`src/rtl/i2c_mem_datapath.sv`:
```
// Byte datapath between the I2C bit layer and on-chip RAM: address/data capture, address
// auto-increment, write strobe and read serialiser. Optional macro: I2C_MEM_ADDR_WRAP_EN.
module i2c_mem_datapath #(
    parameter int ADDR_W = 7
) (
    input  logic              clk,
    input  logic              rst,
    input  logic              scl_rise,
    input  logic              scl_fall,
    input  logic              sda_in,
    input  logic              read_mem_address,
    input  logic              write_mem,
    input  logic              wren,
    input  logic              increment_mem_address,
    input  logic              read_mem,
    input  logic [7:0]        mem_rdata,
    output logic [ADDR_W-1:0] mem_addr,
    output logic [7:0]        mem_wdata,
    output logic              mem_we,
    output logic              mem_write_bit,
    output logic              mem_read_bit,
    output logic              sda_tx,
    output logic              addr_overflow
);

`ifndef I2C_MEM_ADDR_WRAP_EN
    localparam logic [ADDR_W-1:0] ADDR_MAX = {ADDR_W{1'b1}};
`endif

    logic       cap_en;
    logic       cap_en_q;
    logic       cap_rise;
    logic [7:0] rx_shift;
    logic [3:0] bit_cnt;
    logic [7:0] rx_byte;
    logic       rx_shift_en;
    logic       byte_done;
    logic       inc_q;
    logic       inc_rise;
    logic       wren_q;
    logic       wren_q2;
    logic       read_mem_q1;
    logic       read_mem_q2;
    logic       tx_load;
    logic       tx_shift_en;
    logic [7:0] tx_shift;
    logic [2:0] tx_cnt;
    logic       tx_loaded;

    assign cap_en      = read_mem_address | write_mem;
    assign cap_rise    = cap_en & ~cap_en_q;
    // The arming cycle only clears; a bit arriving on that same cycle is not sampled.
    assign rx_shift_en = cap_en & cap_en_q & scl_rise & (bit_cnt != 4'd8);
    assign byte_done   = rx_shift_en & (bit_cnt == 4'd7);
    assign rx_byte     = {rx_shift[6:0], sda_in};
    assign inc_rise    = increment_mem_address & ~inc_q;

    always_ff @(posedge clk) begin
        if (rst) begin
            cap_en_q <= 1'b0;
            rx_shift <= 8'h00;
            bit_cnt  <= 4'd0;
        end else begin
            cap_en_q <= cap_en;
            if (cap_rise) begin
                rx_shift <= 8'h00;
                bit_cnt  <= 4'd0;
            end else if (rx_shift_en) begin
                rx_shift <= rx_byte;
                bit_cnt  <= bit_cnt + 4'd1;
            end
        end
    end

    // Address register: a completed address byte takes priority over an increment edge.
    always_ff @(posedge clk) begin
        if (rst) begin
            inc_q         <= 1'b0;
            mem_addr      <= '0;
            mem_write_bit <= 1'b0;
            mem_read_bit  <= 1'b0;
            addr_overflow <= 1'b0;
        end else begin
            inc_q <= increment_mem_address;
            if (byte_done && read_mem_address) begin
                mem_addr      <= rx_byte[ADDR_W-1:0];
                mem_read_bit  <= rx_byte[7];
                mem_write_bit <= ~rx_byte[7];
                addr_overflow <= 1'b0;
            end else if (inc_rise) begin
`ifdef I2C_MEM_ADDR_WRAP_EN
                mem_addr <= mem_addr + 1'b1;
`else
                if (mem_addr == ADDR_MAX) begin
                    addr_overflow <= 1'b1;
                end else begin
                    mem_addr <= mem_addr + 1'b1;
                end
`endif
            end
        end
    end

    always_ff @(posedge clk) begin
        if (rst) begin
            mem_wdata <= 8'h00;
            wren_q    <= 1'b0;
            wren_q2   <= 1'b0;
        end else begin
            wren_q  <= wren;
            wren_q2 <= wren_q;
            if (byte_done && write_mem) begin
                mem_wdata <= rx_byte;
            end
        end
    end

    // One strobe per wren level, one cycle after it rises, built only from flops.
    assign mem_we = wren_q & ~wren_q2;

    // Load on read_mem's second cycle so the RAM output reflects the incremented address.
    assign tx_load     = read_mem & read_mem_q1 & ~read_mem_q2 & ~wren;
    assign tx_shift_en = read_mem & tx_loaded & scl_fall & (tx_cnt != 3'd7);

    always_ff @(posedge clk) begin
        if (rst) begin
            read_mem_q1 <= 1'b0;
            read_mem_q2 <= 1'b0;
            tx_shift    <= 8'hFF;
            tx_cnt      <= 3'd0;
            tx_loaded   <= 1'b0;
        end else begin
            read_mem_q1 <= read_mem;
            read_mem_q2 <= read_mem_q1;
            if (tx_load) begin
                tx_shift  <= mem_rdata;
                tx_cnt    <= 3'd0;
                tx_loaded <= 1'b1;
            end else if (!read_mem) begin
                tx_loaded <= 1'b0;
            end else if (tx_shift_en) begin
                tx_shift <= {tx_shift[6:0], 1'b1};
                tx_cnt   <= tx_cnt + 3'd1;
            end
        end
    end

    assign sda_tx = tx_shift[7];

endmodule
```
`config.mk`:
```
export PLATFORM = sky130hd
export DESIGN_NAME = i2c_mem_datapath
export DESIGN_NICKNAME = d
export VERILOG_FILES = /design/src/rtl/i2c_mem_datapath.sv
export SDC_FILE = /design/constraint.sdc
export NUM_CORES = 1
export LEC_CHECK = 0
export ABC_AREA = 1
export BUFFER_PORTS_ARGS = -buffer_cell sky130_fd_sc_hd__buf_2
export CORE_ASPECT_RATIO = 0.7
export CORE_MARGIN = 8
export CORE_UTILIZATION = 45
export DETAILED_ROUTE_END_ITERATION = 16
export PLACE_DENSITY = 0.67
export SYNTH_ARGS = -nofsm -noshare
export SYNTH_HDL_FRONTEND = slang
export SYNTH_SLANG_ARGS = --single-unit
```
`constraint.sdc`:
```
create_clock -name clk -period 3.1 [get_ports clk]
set_input_delay 0.62 -clock clk [delete_from_list [all_inputs] [get_ports clk]]
set_output_delay 0.62 -clock clk [all_outputs]
set_load 0.03 [all_outputs]
```
# [After elaboration in Yosys (flattened, before gate mapping)]
# Cells that the tools add are included.
[totals] register_bits=47 output_inout_bits=20
[classes] n_bitwise=20 n_mux=8 eq_ne=6 add_sub_neg=3 reduce_logical=12
[ops] cell="8-bit two-way mux" n=3
[ops] cell="7-bit two-way mux" n=3
[ops] cell="1-bit AND" n=13
[ops] cell="2-bit AND reduction" n=4
[ops] cell="7-bit by 1-bit adder with 7-bit output (second input constant)" n=1
[ops] cell="7-bit == test (second input constant)" n=1
[ops] cell="1-bit NOT" n=6
[ops] cell="2-bit nonzero test" n=3
[ops] cell="2-bit OR reduction" n=3
[ops] cell="4-bit by 1-bit adder with 4-bit output (second input constant)" n=1
[ops] cell="4-bit by 3-bit == test with 1-bit output (second input constant)" n=1
[ops] cell="4-bit != test (second input constant)" n=1
[ops] cell="3-bit by 1-bit adder with 3-bit output (second input constant)" n=1
[ops] cell="3-bit != test (second input constant)" n=1
[ops] cell="1-bit logical AND" n=2
[ops] cell="1-bit two-way mux" n=2
[ops] cell="2-bit by 1-bit != test with 1-bit output (second input constant)" n=1
[ops] cell="2-bit != test (second input constant)" n=1
[ops] cell="1-bit OR" n=1

# [Logic depth before layout (Yosys ltp)]
[depth] ltp_word=8 mapped_depth=9 depth_no_buf=9

# [Worst setup path before layout]
# OpenSTA, ideal clock, no wires.
[synth_timing] path_type="flip-flop to flip-flop" startpoint="reg mem_addr[1]" endpoint="reg mem_addr[3]" setup_ns=0.071 arrival_time_ns=1.531 slack_ns=1.499 n_path_buf=0 stages_incl_launch_ff=8 path_cell_list="dfxtp_1 > ha_1 > nand3_1 > o21bai_2 > nand2_2 > inv_2 > nand2_1 > a21oi_1"
[synth_between] elab_chain_len=4 word_cells_on_any_way=7 classes_between="1 x add/sub; 2 x eq/ne; 3 x mux; 1 x reduce/logical"
[synth_rtl] element="start, declared" line="17" rtl="output logic [ADDR_W-1:0] mem_addr,"
[synth_rtl] element="start signal, assigned" line="86" rtl="mem_addr <= rx_byte[ADDR_W-1:0];"
[synth_rtl] element="start signal, assigned" line="97" rtl="mem_addr <= mem_addr + 1'b1;"
[synth_rtl] element="7-bit by 1-bit adder with 7-bit output" line="97"
[synth_rtl] element="7-bit two-way mux" line="94" rtl="if (mem_addr == ADDR_MAX) begin"
[synth_rtl] element="7-bit two-way mux" line="90" rtl="end else if (inc_rise) begin"
[synth_rtl] element="7-bit two-way mux" line="85" rtl="if (byte_done && read_mem_address) begin"
# Parallel ways exist; a longest one is shown, timed or not. The select of a mux whose other input is x is not followed.
# A chain may end at the register's enable or synchronous reset.

# [Final worst setup path]
[layout_timing] startpoint="reg tx_cnt[0]" endpoint="reg tx_shift[5]"
[layout_between] elab_chain_len=4
[layout_rtl] element="start, declared" line="47" rtl="logic [2:0] tx_cnt;"
[layout_rtl] element="start signal, assigned" line="143" rtl="tx_cnt <= tx_cnt + 3'd1;"
[layout_rtl] element="3-bit != test" line="123" rtl="assign tx_shift_en = read_mem & tx_loaded & scl_fall & (tx_cnt != 3'd7);"
[layout_rtl] element="1-bit AND" line="123"
[layout_rtl] element="2-bit nonzero test (no source line)"
[layout_rtl] element="2-bit AND reduction (no source line)"
[layout_rtl] element="end signal, assigned" line="136" rtl="tx_shift <= mem_rdata;"
[layout_rtl] element="end signal, assigned" line="142" rtl="tx_shift <= {tx_shift[6:0], 1'b1};"
[layout_rtl] element="end, declared" line="46" rtl="logic [7:0] tx_shift;"
# Every way passes these cells.

==> results.sh <==
export IMPL_cts_sinks=47
export IMPL_die_w_um=96.5
export IMPL_wl_um=4420
export IMPL_period_share=0.609
export IMPL_fp_row_count=20
export IMPL_synthSimpleGateAreaFrac=0.232
export IMPL_worstPathRequired_ps=3250
export IMPL_ys_seq_area_frac=0.461
export IMPL_status="completed"
export IMPL_clkTransAtPathRegs_ps=80
export IMPL_cap_violations=0
export IMPL_hold_viol=0
export IMPL_fin_skew_ps=2.66
export IMPL_vias_per_cell=4.95
export IMPL_synth_compound_area_frac=0.170
export IMPL_h_tree_depth=2
export IMPL_setup_ws_ps=1210
export IMPL_wl_met2_um=1840
export IMPL_p_per_area_nw_per_um2=453
export IMPL_ys_top_cells_by_count="nand2_1, dfxtp_1, inv_1"
export IMPL_synthMostInstantiatedCell="nand2_1"
export IMPL_setup_viol=0
export IMPL_r2r_start="tx_cnt[0]$_SDFFE_PP0P_"
export IMPL_min_period_ps=1890
export IMPL_areaGrowthSynthToFinish_pct=13.3
export IMPL_p_switching_uw=252
export IMPL_cts_buffer_depth=2
export IMPL_synth_distinct_cells=29
export IMPL_n_antenna_cell=0
export IMPL_synth_area_leaders="dfxtp_1, nand2_1, inv_1"
export IMPL_syn_nets=291
export IMPL_cts_root_buffer="clkbuf_8"
export IMPL_wl_met1_um=2240
export IMPL_hold_start="read_mem_q1$_SDFF_PP0_"
export IMPL_port_buffers=37
export IMPL_num_vias=1768
export IMPL_rsz0062_at_grt="false"
export IMPL_grt_pass1_wl_um=7270
export IMPL_synth_seq_cells=47
export IMPL_grt_ovfl_total=0
export IMPL_grt_use_total=0.131
export IMPL_die_height_um=72.4
export IMPL_hp_class="reg2reg"
export IMPL_drt_iter0_markers=79
export IMPL_wl_met3_um=274
export IMPL_cts_tree="built"
export IMPL_power_frac_seq=0.598
export IMPL_placed_cell_area_um2=2240
export IMPL_cts_repair_resize_count=0
export IMPL_dieArea_um2=6990
export IMPL_synth_xor_area_frac=0.00857
export IMPL_fin_area_um2=2310
export IMPL_ir_drop_mv=0.248
export IMPL_holdWs_ps=426
export IMPL_gp_congestion=0.788
export IMPL_p_sw_frac=0.240
export IMPL_preCtsSetupSlack_ps=960
export IMPL_clk_latency_ps=290
export IMPL_max_slew_worst_pin_slew_ps=551
export IMPL_setup_tns_ps=0
export IMPL_num_nets_final=326
export IMPL_post_route_util=0.532
export IMPL_yosysTopAreaCell="dfxtp_1"
export IMPL_finalNonFillerCells=357
export IMPL_fill_cells=444
export IMPL_syn_cell_area_um2=2040
export IMPL_p_leak_nw=1.05
export IMPL_fp_coreArea_um2=4350
export IMPL_cp_end_kind="register"
export IMPL_ant_nets=0
export IMPL_placed_cells=351
export IMPL_startpoint_type="register"
export IMPL_synthAdderAreaFrac=0.0306
export IMPL_power_frac_comb=0.081
export IMPL_firstDrtPassIters=5
export IMPL_remaining_drc_errors=0
export IMPL_start_util=0.469
export IMPL_netlist_instances=268
export IMPL_postSynthAreaPerCell_um2=7.62
export IMPL_startpoint="tx_cnt[0]$_SDFFE_PP0P_"
export IMPL_yosys_area_top_type_share=0.461
export IMPL_synthArstFlopShare=0
export IMPL_clkPwrFrac=0.321
export IMPL_clock_fmax_mhz=530
export IMPL_yosysWarnings=0
export IMPL_layout_drive_gt1_share=0.175
export IMPL_hold_buffers=0
export IMPL_antenna_found_initial=0
export IMPL_grt_pass1_vias=1567
export IMPL_postCtsSetupBuffers=0
export IMPL_cts_buffers=5
export IMPL_synthMuxAreaShare=0
export IMPL_dpl_hpwl_um=3340
export IMPL_finalMaxSlewViolations=0
export IMPL_routed_top_layer="met4"
export IMPL_internal_power_uw=797
export IMPL_synth_edf_count=0
export IMPL_io_pins=38
export IMPL_path_class="reg2reg"
export IMPL_grt_max_degree=22
export IMPL_relSlewSlack=0.632
export IMPL_p_total_mw=1.05
export IMPL_synthFlopType="dfxtp_1"
export IMPL_post_drt_wl_per_cell_um=12.4
export IMPL_worstPathArrival_ps=2030
export IMPL_worstPathMaxFanout=14
export IMPL_synth_top_family_by_area="simple AND/OR/NAND/NOR gates"
area by class of cell:
class	instances	area, um^2	area share
Clock buffer	6	72.6	0.0314
Multi-Input combinational cell	173	901	0.389
Inverter	39	146	0.0632
Tap cell	55	68.8	0.0297
Sequential cell	47	941	0.406
Timing Repair Buffer	37	185	0.0800
placed cells by master (no fill, tap or decap), types with 3 or more instances in the layout:
cell,netlist,layout
a21oi_1,24,24
buf_2,2,37
clkbuf_8,0,5
dfxtp_1,47,47
ha_1,5,5
inv_1,36,36
nand2_1,51,51
nand3_1,10,10
nand4_1,5,5
nor2_1,22,22
nor3_1,7,7
o2111ai_1,5,5
o21ai_0,25,25
o22ai_1,3,3
worst max-delay path, cell delays in order, from the launching register on:
cell and delay, ps:
dfxtp_1 320, ha_1 190, ha_1 170, inv_1 50, nand4_1 400, nand2_1 310
inv_1 130, nand2_1 90, o2111ai_1 100
routing by layer:
layer / global-route usage / up-vias
li1: - / 949
met1: 0.181 / 768
met2: 0.183 / 42
met3: 0.0433 / 9
met4: 0.0468 / 0
met5: 0 / -
power by group through the flow:
stage	sequential, mW	clock [mW]	combinational [mW]
5_1_grt	0.630	0.376	0.0963
2_1_floorplan	0.645	0	0.0529
6_report	0.628	0.336	0.0850
4_1_cts	0.628	0.347	0.0854
3_5_place_dp	0.642	0	0.0850
3_3_place_gp	0.642	0	0.0838
cells by family (layout without fill, tap and decap cells):
logic type | Yosys count | count (layout)
AND/OR/NAND/NOR | 104 | 104
AO/OA/AOI/OAI | 62 | 62
buffers and inverters | 48 | 82
flip-flops | 47 | 47
adder cells (fa/ha/maj) | 5 | 5
XOR/XNOR | 2 | 2
registers in the layout (all words and copies together), names as in the netlist:
name	count
addr_overflow	1
bit_cnt	4
cap_en_q	1
inc_q	1
mem_addr	7
mem_read_bit	1
mem_wdata	8
mem_write_bit	1
read_mem_q1	1
read_mem_q2	1
rx_shift	7
tx_cnt	3
tx_loaded	1
tx_shift	8
wren_q	1
wren_q2	1
path summary, 6_finish.rpt:
path,to,slack [ps],depth (start not counted)
min,read_mem_q2$_SDFF_PP0_,430,2
max reg2reg,tx_shift[5]$_SDFFE_PP1P_,1210,8
max,tx_shift[5]$_SDFFE_PP1P_,1210,8
min reg2reg,read_mem_q2$_SDFF_PP0_,430,2
Note: power is estimated with default switching activity, not from simulation.
